## src/rtl/filter_config_sequencer.sv

```systemverilog
// Frame-synchronous mode controller for the VGA filter pipeline: debounced buttons and
// beat-driven auto-advance request mode changes, which are committed only at frame_start.
module filter_config_sequencer #(
  parameter int DEBOUNCE_CYCLES = 250000,
  parameter int BEATS_PER_MODE  = 8
) (
  input  logic       clk,
  input  logic       reset,
  input  logic [2:0] key_n,
  input  logic       frame_start,
  input  logic       beat_pulse,
  output logic [1:0] mode,
  output logic       thresh_enable,
  output logic       bright_enable,
  output logic       adsr_enable,
  output logic       kernel_sel,
  output logic       auto_mode,
  output logic       pending,
  output logic       cfg_update,
  output logic [1:0] dbg_state
);

  localparam int DBW = $clog2(DEBOUNCE_CYCLES + 1);
  localparam int BCW = (BEATS_PER_MODE > 1) ? $clog2(BEATS_PER_MODE) : 1;
  localparam logic [DBW-1:0] DB_LAST   = DBW'(DEBOUNCE_CYCLES - 1);
  localparam logic [BCW-1:0] BEAT_LAST = BCW'(BEATS_PER_MODE - 1);

  typedef enum logic [1:0] {
    ST_IDLE    = 2'd0,
    ST_PENDING = 2'd1,
    ST_APPLY   = 2'd2
  } state_e;

  logic [2:0]          key_meta_q, key_sync_q;
  logic                beat_meta_q, beat_sync_q, beat_prev_q;
  logic [2:0]          db_level_q, db_level_d;
  logic [2:0][DBW-1:0] db_cnt_q, db_cnt_d;
  logic [2:0]          press_q, press_d;
  logic [BCW-1:0]      beat_cnt_q, beat_cnt_d;
  logic                auto_q, auto_d;
  state_e              state_q, state_d;
  logic [1:0]          target_q, target_d;
  logic [1:0]          mode_q, mode_d;

  logic       next_ev, prev_ev, tog_ev;
  logic       beat_rise, auto_req;
  logic [1:0] man_delta, delta;

  always_ff @(posedge clk or negedge reset) begin
    if (!reset) begin
      key_meta_q  <= 3'b111;
      key_sync_q  <= 3'b111;
      beat_meta_q <= 1'b0;
      beat_sync_q <= 1'b0;
      beat_prev_q <= 1'b0;
      db_level_q  <= 3'b111;
      db_cnt_q    <= '0;
      press_q     <= '0;
      beat_cnt_q  <= '0;
      auto_q      <= 1'b0;
      state_q     <= ST_IDLE;
      target_q    <= '0;
      mode_q      <= '0;
    end else begin
      key_meta_q  <= key_n;
      key_sync_q  <= key_meta_q;
      beat_meta_q <= beat_pulse;
      beat_sync_q <= beat_meta_q;
      beat_prev_q <= beat_sync_q;
      db_level_q  <= db_level_d;
      db_cnt_q    <= db_cnt_d;
      press_q     <= press_d;
      beat_cnt_q  <= beat_cnt_d;
      auto_q      <= auto_d;
      state_q     <= state_d;
      target_q    <= target_d;
      mode_q      <= mode_d;
    end
  end

  // A key level is accepted once it has differed from the debounced level for
  // DEBOUNCE_CYCLES consecutive cycles; a press is the accepted fall to 0.
  always_comb begin
    db_level_d = db_level_q;
    db_cnt_d   = db_cnt_q;
    press_d    = '0;
    for (int k = 0; k < 3; k++) begin
      if (key_sync_q[k] == db_level_q[k]) begin
        db_cnt_d[k] = '0;
      end else if (db_cnt_q[k] == DB_LAST) begin
        db_cnt_d[k]   = '0;
        db_level_d[k] = key_sync_q[k];
        press_d[k]    = ~key_sync_q[k];
      end else begin
        db_cnt_d[k] = db_cnt_q[k] + 1'b1;
      end
    end
  end

  assign next_ev   = press_q[0];
  assign prev_ev   = press_q[1];
  assign tog_ev    = press_q[2];
  assign beat_rise = beat_sync_q & ~beat_prev_q;
  assign auto_req  = auto_q & beat_rise & (beat_cnt_q == BEAT_LAST);

  always_comb begin
    man_delta = 2'd0;
    case ({prev_ev, next_ev})
      2'b01:   man_delta = 2'd1;
      2'b10:   man_delta = 2'd3;
      default: man_delta = 2'd0;
    endcase
  end

  // Net delta is mod 4, so prev + auto cancels to zero like next + prev does.
  assign delta = man_delta + {1'b0, auto_req};

  always_comb begin
    auto_d     = auto_q ^ tog_ev;
    beat_cnt_d = beat_cnt_q;
    if (tog_ev || next_ev || prev_ev || auto_req) begin
      beat_cnt_d = '0;
    end else if (auto_q && beat_rise) begin
      beat_cnt_d = beat_cnt_q + 1'b1;
    end
  end

  always_comb begin
    state_d  = state_q;
    target_d = target_q;
    mode_d   = mode_q;
    case (state_q)
      ST_IDLE: begin
        if (delta != 2'd0) begin
          target_d = mode_q + delta;
          state_d  = ST_PENDING;
        end
      end
      ST_PENDING: begin
        target_d = target_q + delta;
        if (frame_start) begin
          mode_d  = target_q + delta;
          state_d = ST_APPLY;
        end
      end
      ST_APPLY: begin
        // mode_q already holds the value just applied.
        if (delta != 2'd0) begin
          target_d = mode_q + delta;
          state_d  = ST_PENDING;
        end else begin
          state_d = ST_IDLE;
        end
      end
      default: state_d = ST_IDLE;
    endcase
  end

  assign mode          = mode_q;
  assign thresh_enable = (mode_q == 2'd1) || (mode_q == 2'd3);
  assign bright_enable = (mode_q == 2'd2);
  assign adsr_enable   = (mode_q == 2'd2);
  assign kernel_sel    = (mode_q == 2'd3);
  assign auto_mode     = auto_q;
  assign pending       = (state_q == ST_PENDING);
  assign cfg_update    = (state_q == ST_APPLY);
  assign dbg_state     = state_q;

endmodule

```

## config.mk

```make
export PLATFORM = sky130hd
export DESIGN_NAME = filter_config_sequencer
export DESIGN_NICKNAME = d
export VERILOG_FILES = /design/src/rtl/filter_config_sequencer.sv
export SDC_FILE = /design/constraint.sdc
export NUM_CORES = 1
export LEC_CHECK = 0
export ABC_CLOCK_PERIOD_IN_PS = 2100
export CORE_MARGIN = 2
export CORE_UTILIZATION = 45
export DETAILED_ROUTE_END_ITERATION = 8
export PLACE_DENSITY_LB_ADDON = 0.05
export REMOVE_ABC_BUFFERS = 1
export SYNTH_ARGS = -nofsm -noshare
export SYNTH_HDL_FRONTEND = slang
export SYNTH_SLANG_ARGS = --single-unit
```

## constraint.sdc

```tcl
create_clock -name clk -period 2.1 [get_ports clk]
set_input_delay 0.315 -clock clk [delete_from_list [all_inputs] [get_ports clk]]
set_output_delay 0.315 -clock clk [all_outputs]
set_load 0.005 [all_outputs]
```

* Yosys cells after proc, flatten, opt, wreduce, memory -nomap -nowiden *
Index checks and enable logic that the tools add are counted.

word-level totals
  flip-flop bits (word level) = 79
  input bits = 7
  output and inout port bits = 11

operators by class
  $add $sub $neg = 7
  equality and inequality tests = 17
  multiplexer cells = 21
  bitwise gates (word level) = 11
  reduce and logical (&&, ||, !) cells = 16

operators by type and width
  kind                                                                     number
  18-bit two-way mux                                                       6
  18-bit by 1-bit adder with 18-bit output, second input constant          3
  18-bit == test, second input constant                                    3
  2-bit AND reduction                                                      6
  2-bit == test, second input constant                                     4
  2-bit case mux with 2 select lines                                       2
  1-bit two-way mux                                                        7
  1-bit NOT                                                                7
  2-bit by 1-bit == test with 1-bit output, second input constant          3
  2-bit two-way mux                                                        3
  3-bit two-way mux                                                        2
  2-bit case mux with 3 select lines                                       1
  2-bit nonzero test                                                       3
  2-bit adder                                                              2
  1-bit logical OR                                                         4
  2-bit inequality test, second input constant                             2
  3-bit by 1-bit adder with 3-bit output, second input constant            1
  1-bit AND                                                                3
  1-bit == test                                                            3
  3-bit == test, second input constant                                     1
  2-bit by 1-bit adder with 2-bit output                                   1
  2-bit zero test                                                          1
  2-bit by 1-bit inequality test with 1-bit output, second input constant  1
  2-bit OR reduction                                                       1
  other kinds (2)                                                          2

* Longest topological paths before layout *
  depth after elaboration = 8
  gate-level depth with buffers = 10

* Least setup slack after synthesis *
No wires, ideal clock.

  path kind = reg2reg
  start = register beat_cnt_q[0]
  end = register target_q[1]
  data arrival time = 2.000 ns
  required time = 1.953 ns
  slack = -0.046 ns
  stages on the path, launching flop included = 11
  period minus slack after synthesis = 2.146 ns
  path through = dfrtp_1 -> ha_1 -> ha_1 -> inv_1 -> nor2_1 -> ha_1 -> ha_1 -> nor2b_1 -> mux2i_1 -> xor2_1 -> o221ai_1

on the way
  word-level cells in the longest chain between the ends = 6
  elaborated cells on any way between the ends = 10
  those cells by class = add/sub (3); eq/ne (2); mux (2); bitwise (1); reduce/logical (2)

ends and longest elaborated chain
  item                                                                                          line  text
  start, declared                                                                               39    logic [BCW-1:0] beat_cnt_q, beat_cnt_d;
  start signal, assigned                                                                        73    beat_cnt_q <= beat_cnt_d;
  3-bit == test (*)                                                                             104   assign auto_req = auto_q & beat_rise & (beat_cnt_q == BEAT_LAST);
  1-bit AND (*)                                                                                 104
  2-bit by 1-bit adder with 2-bit output (*)                                                    116   assign delta = man_delta + {1'b0, auto_req};
  2-bit adder / 2-bit nonzero test (equally long branches)                                      -
  2-bit two-way mux / 2-bit by 1-bit inequality test with 1-bit output (equally long branches)  -
  2-bit case mux with 2 select lines / 2-bit AND reduction (equally long branches)              -
  end signal, assigned                                                                          76    target_q <= target_d;
  end, declared                                                                                 42    logic [1:0] target_q, target_d;

Mark *: on every way between the ends. The rest lies on a longest branch, timed or not. The select of a mux whose other input is x is not followed.
A chain may end at the register's enable or synchronous reset.

* Final worst setup path *
  start = register beat_cnt_q[1]
  end = register target_q[1]

Same word-level chain as after synthesis.

==> results.cfg <==
[cells_and_area]
syn2layout_area_growth_pct = 17.9
drive_above_1_share_pct = 14.5
fin_nets = 419
diodes = 0
nFillCells = 749
final_area_mm2 = 0.00446
fin_cells = 513

[clock_network]
numClockSinks = 79
numCtsBuffers = 9
clk_pin_slew_worst_paths_ns = 0.07
clk_path_buf_depth = 2
cts_tree = built
clock_latency_ns = 0.35
htreeDepth = 3
cts-root-buf = clkbuf_8

[power]
power_switching_mw = 0.614
ir_worst_vdd_mv = 0.305
p_clk_share_pct = 39.1
power.density_mw_per_mm2 = 621
p_leak_nw = 1.83
pwr-share-comb_pct = 4.0
sequentialPowerShare_pct = 56.9
p_int_mw = 2.15
switching_share_pct = 22.2

[run]
maxCapViolCount = 0

[floorplanning]
fp-row-count = 33
die_w_um = 95.6
io_pins = 18
fp.dieH_um = 95.6
start_util_pct = 46.2
die-area_mm2 = 0.00915
core-area_mm2 = 0.00818

[drt]
drc = 0
ant_nets = 0
wl_um = 7080
via_per_inst = 5.35
num_vias = 2744
drt_iter0_markers = 78
wl_per_cell_um = 13.8
dr.pass1.iters = 4

[timing]
slew_violations = 0
period_needed_ns = 1.98
hold_violations = 0
setup-violations-final = 0
tns_ns = 0
fin_worst_skew_ns = 0.0125
timing.final.crit_share_pct = 94.3
slew_headroom_pct = 74.7
tightestPinTransition_ns = 0.376
max_freq_ghz = 0.505

[placement]
placedCellCount = 495
hpwlAfterDp_um = 5010
io_buffers = 17
place_congestion = 0.757
placed_area_mm2 = 0.00419

[global_routing]
grt.total_usage_pct = 17.6
grt_pass1_wl_um = 12500
grt_max_degree = 41
grt_overflow = 0
grt_antenna_before_repair = 0
grt_pass1_vias = 2719

[status]
outcome = finished clean

[setup_path]
critPathArrivalTime_ns = 2.19
worst_setup_path_start_kind = flip-flop
cp-end-kind = flip-flop
worstSetupPathType = reg2reg
cp_data_required_time_ns = 2.31
critPathMostFrequentCell = ha_4
cpPeakStageDelay_ns = 0.39
critPathMaxFanout = 3
worstPathCellList = ha_2 > ha_4 > inv_2 > nor2_4 > ha_4 > ha_4 > nor2b_4 > mux2i_1 > xor2_1 > o221ai_1
cp_slowest_cell = dfrtp_1

[logic_synthesis]
syn_inst = 361
yosysWarningCount = 0
seq_area_frac_synth_pct = 52.6
synth.distinct_cells = 38
syn_avg_cell_area_um2 = 10.5
netlist_area_mm2 = 0.00378
ys_ff_latch = 79

[hold_path]
hp-class = reg2reg
==> sequential cells by signal (all words and copies together), names as in the netlist <==
name	cells
auto_mode	1
beat_cnt_q	3
beat_meta_q	1
beat_prev_q	1
beat_sync_q	1
db_cnt_q	54
db_level_q	3
dbg_state	2
key_meta_q	3
key_sync_q	3
mode	2
press_q	3
target_q	2
==> area by class of cell <==
| type | count | area (um2) | share of cell area [%] |
|---|---|---|---|
| clock inverter | 1 | 30.0 | 0.674 |
| sequential | 79 | 1990 | 44.6 |
| inverter | 14 | 52.6 | 1.18 |
| clock buffer | 15 | 146 | 3.28 |
| timing repair buffer | 37 | 333 | 7.47 |
| multi-input combinational | 262 | 1780 | 39.8 |
| tap | 105 | 131 | 2.95 |
==> worst max-delay path: cells and delay by family (launching register included) <==
family	cells	cell delay, ns
simple gates	2	0.15
mux	1	0.17
compound gates	1	0.14
buf+inv	1	0.06
xor+xnor	1	0.17
fa+ha+maj	4	0.77
flops	1	0.39
==> logic make-up after synthesis <==
| logic type | share of synthesized area, % |
|---|---|
| buffers and inverters | 2.25 |
| AOI/OAI and AO/OA | 5.40 |
| muxes | 1.72 |
| adders and majority gates | 2.98 |
| and+or+nand+nor | 23.7 |
| xor gates and xnor gates | 11.4 |
| DFF | 52.6 |
==> power by group through the flow <==
stage               logic [mW]  clock network [mW]  registers, mW
floorplan               0.0419                   0           1.60
global placement         0.111                   0           1.60
detailed placement       0.113                   0           1.60
CTS                      0.115                1.12           1.57
global route             0.130                1.18           1.58
finish                   0.111                1.08           1.57
==> cells in the final DEF, fill, tap and decap left out, types with 6 or more instances in the layout <==
cell              n
buf_4            19
dfstp_2           9
nand2_1          15
xnor2_1          29
dfrtp_1          70
nor2b_1           6
nand4_1          18
or4_1             8
nand3_1          18
clkbuf_1          6
clkdlybuf4s50_1  16
xor2_1           18
nor3b_1           6
inv_1            13
clkbuf_8          9
nor2_1           57
nor4_1           13
a21oi_1          12
==> worst paths after layout <==
path                                    start             to  slack, ns  depth (start not counted)
worst max register to register  beat_cnt_q[1]    target_q[1]       0.12                         10
min in group asynchronous               reset        mode[1]       0.38                          2
worst max-delay path            beat_cnt_q[1]    target_q[1]       0.12                         10
worst min-delay path            key_meta_q[0]  key_sync_q[0]       0.36                          0
worst min register to register  key_meta_q[0]  key_sync_q[0]       0.36                          0
max in group asynchronous               reset  key_meta_q[1]       1.09                          3
==> synthesized netlist by cell type <==
cell type / instances / area [um2]
nor4bb_1: 1 / 10.0
a21oi_1: 12 / 60.1
mux2_2: 4 / 45.0
inv_1: 14 / 52.6
dfstp_2: 9 / 236
and4_1: 3 / 26.3
clkbuf_1: 2 / 7.51
or4_1: 8 / 60.1
xor2_1: 18 / 158
or3_1: 5 / 31.3
buf_2: 2 / 10.0
ha_1: 9 / 113
nand2_2: 1 / 6.26
nand3b_1: 1 / 7.51
and3_1: 3 / 18.8
or2_2: 1 / 6.26
o2bb2ai_1: 1 / 8.76
nand4_2: 1 / 12.5
or4_4: 1 / 11.3
nor2b_1: 7 / 43.8
and2_1: 2 / 12.5
or4b_1: 2 / 20.0
mux2i_1: 2 / 20.0
nor3_1: 5 / 25.0
xnor2_1: 31 / 272
nand4_1: 18 / 113
o21ai_0: 5 / 25.0
buf_4: 2 / 15.0
a211oi_1: 2 / 15.0
nor2_1: 58 / 218
dfrtp_1: 70 / 1750
o31ai_1: 5 / 37.5
nor3b_1: 6 / 45.0
o221ai_1: 1 / 8.76
o41ai_2: 3 / 48.8
nand3_1: 18 / 90.1
nand2_1: 15 / 56.3
nor4_1: 13 / 81.3
==> per-layer routing <==
layer  track usage (%)  share of wire [%]  up-vias
met3              2.85                2.4       12
met5                 0                  0        -
met1              24.4                 49     1348
li1                  -                  -     1352
met2              27.4                 47       32
met4              7.14                1.2        0
==> through the flow <==
| stage | hold WS [ns] | total power, mW | util, % | worst slack [ns] |
|---|---|---|---|---|
| final | 0.357 | 2.77 | 54.5 | 0.120 |
| after CTS | 0.355 | 2.81 | 53.6 | 0.00146 |
| after detailed placement | 0.208 | 1.72 | 51.3 | -0.0522 |
| after global routing | 0.365 | 2.89 | 54.5 | -0.0000298 |
| after global placement | 0.202 | 1.71 | 51.3 | 0.0303 |
| after floorplan | 0.0194 | 1.64 | - | -0.0461 |
==> repair_timing <==
item	CTS	global route
pin swaps	2	6
buffers inserted	0	1
endpoints found under the setup margin	2	3
endpoints found under the hold margin	16	0
gates resized for setup	2	11
hold buffers	1	0
No activity file was read; power rests on OpenSTA's default activity.
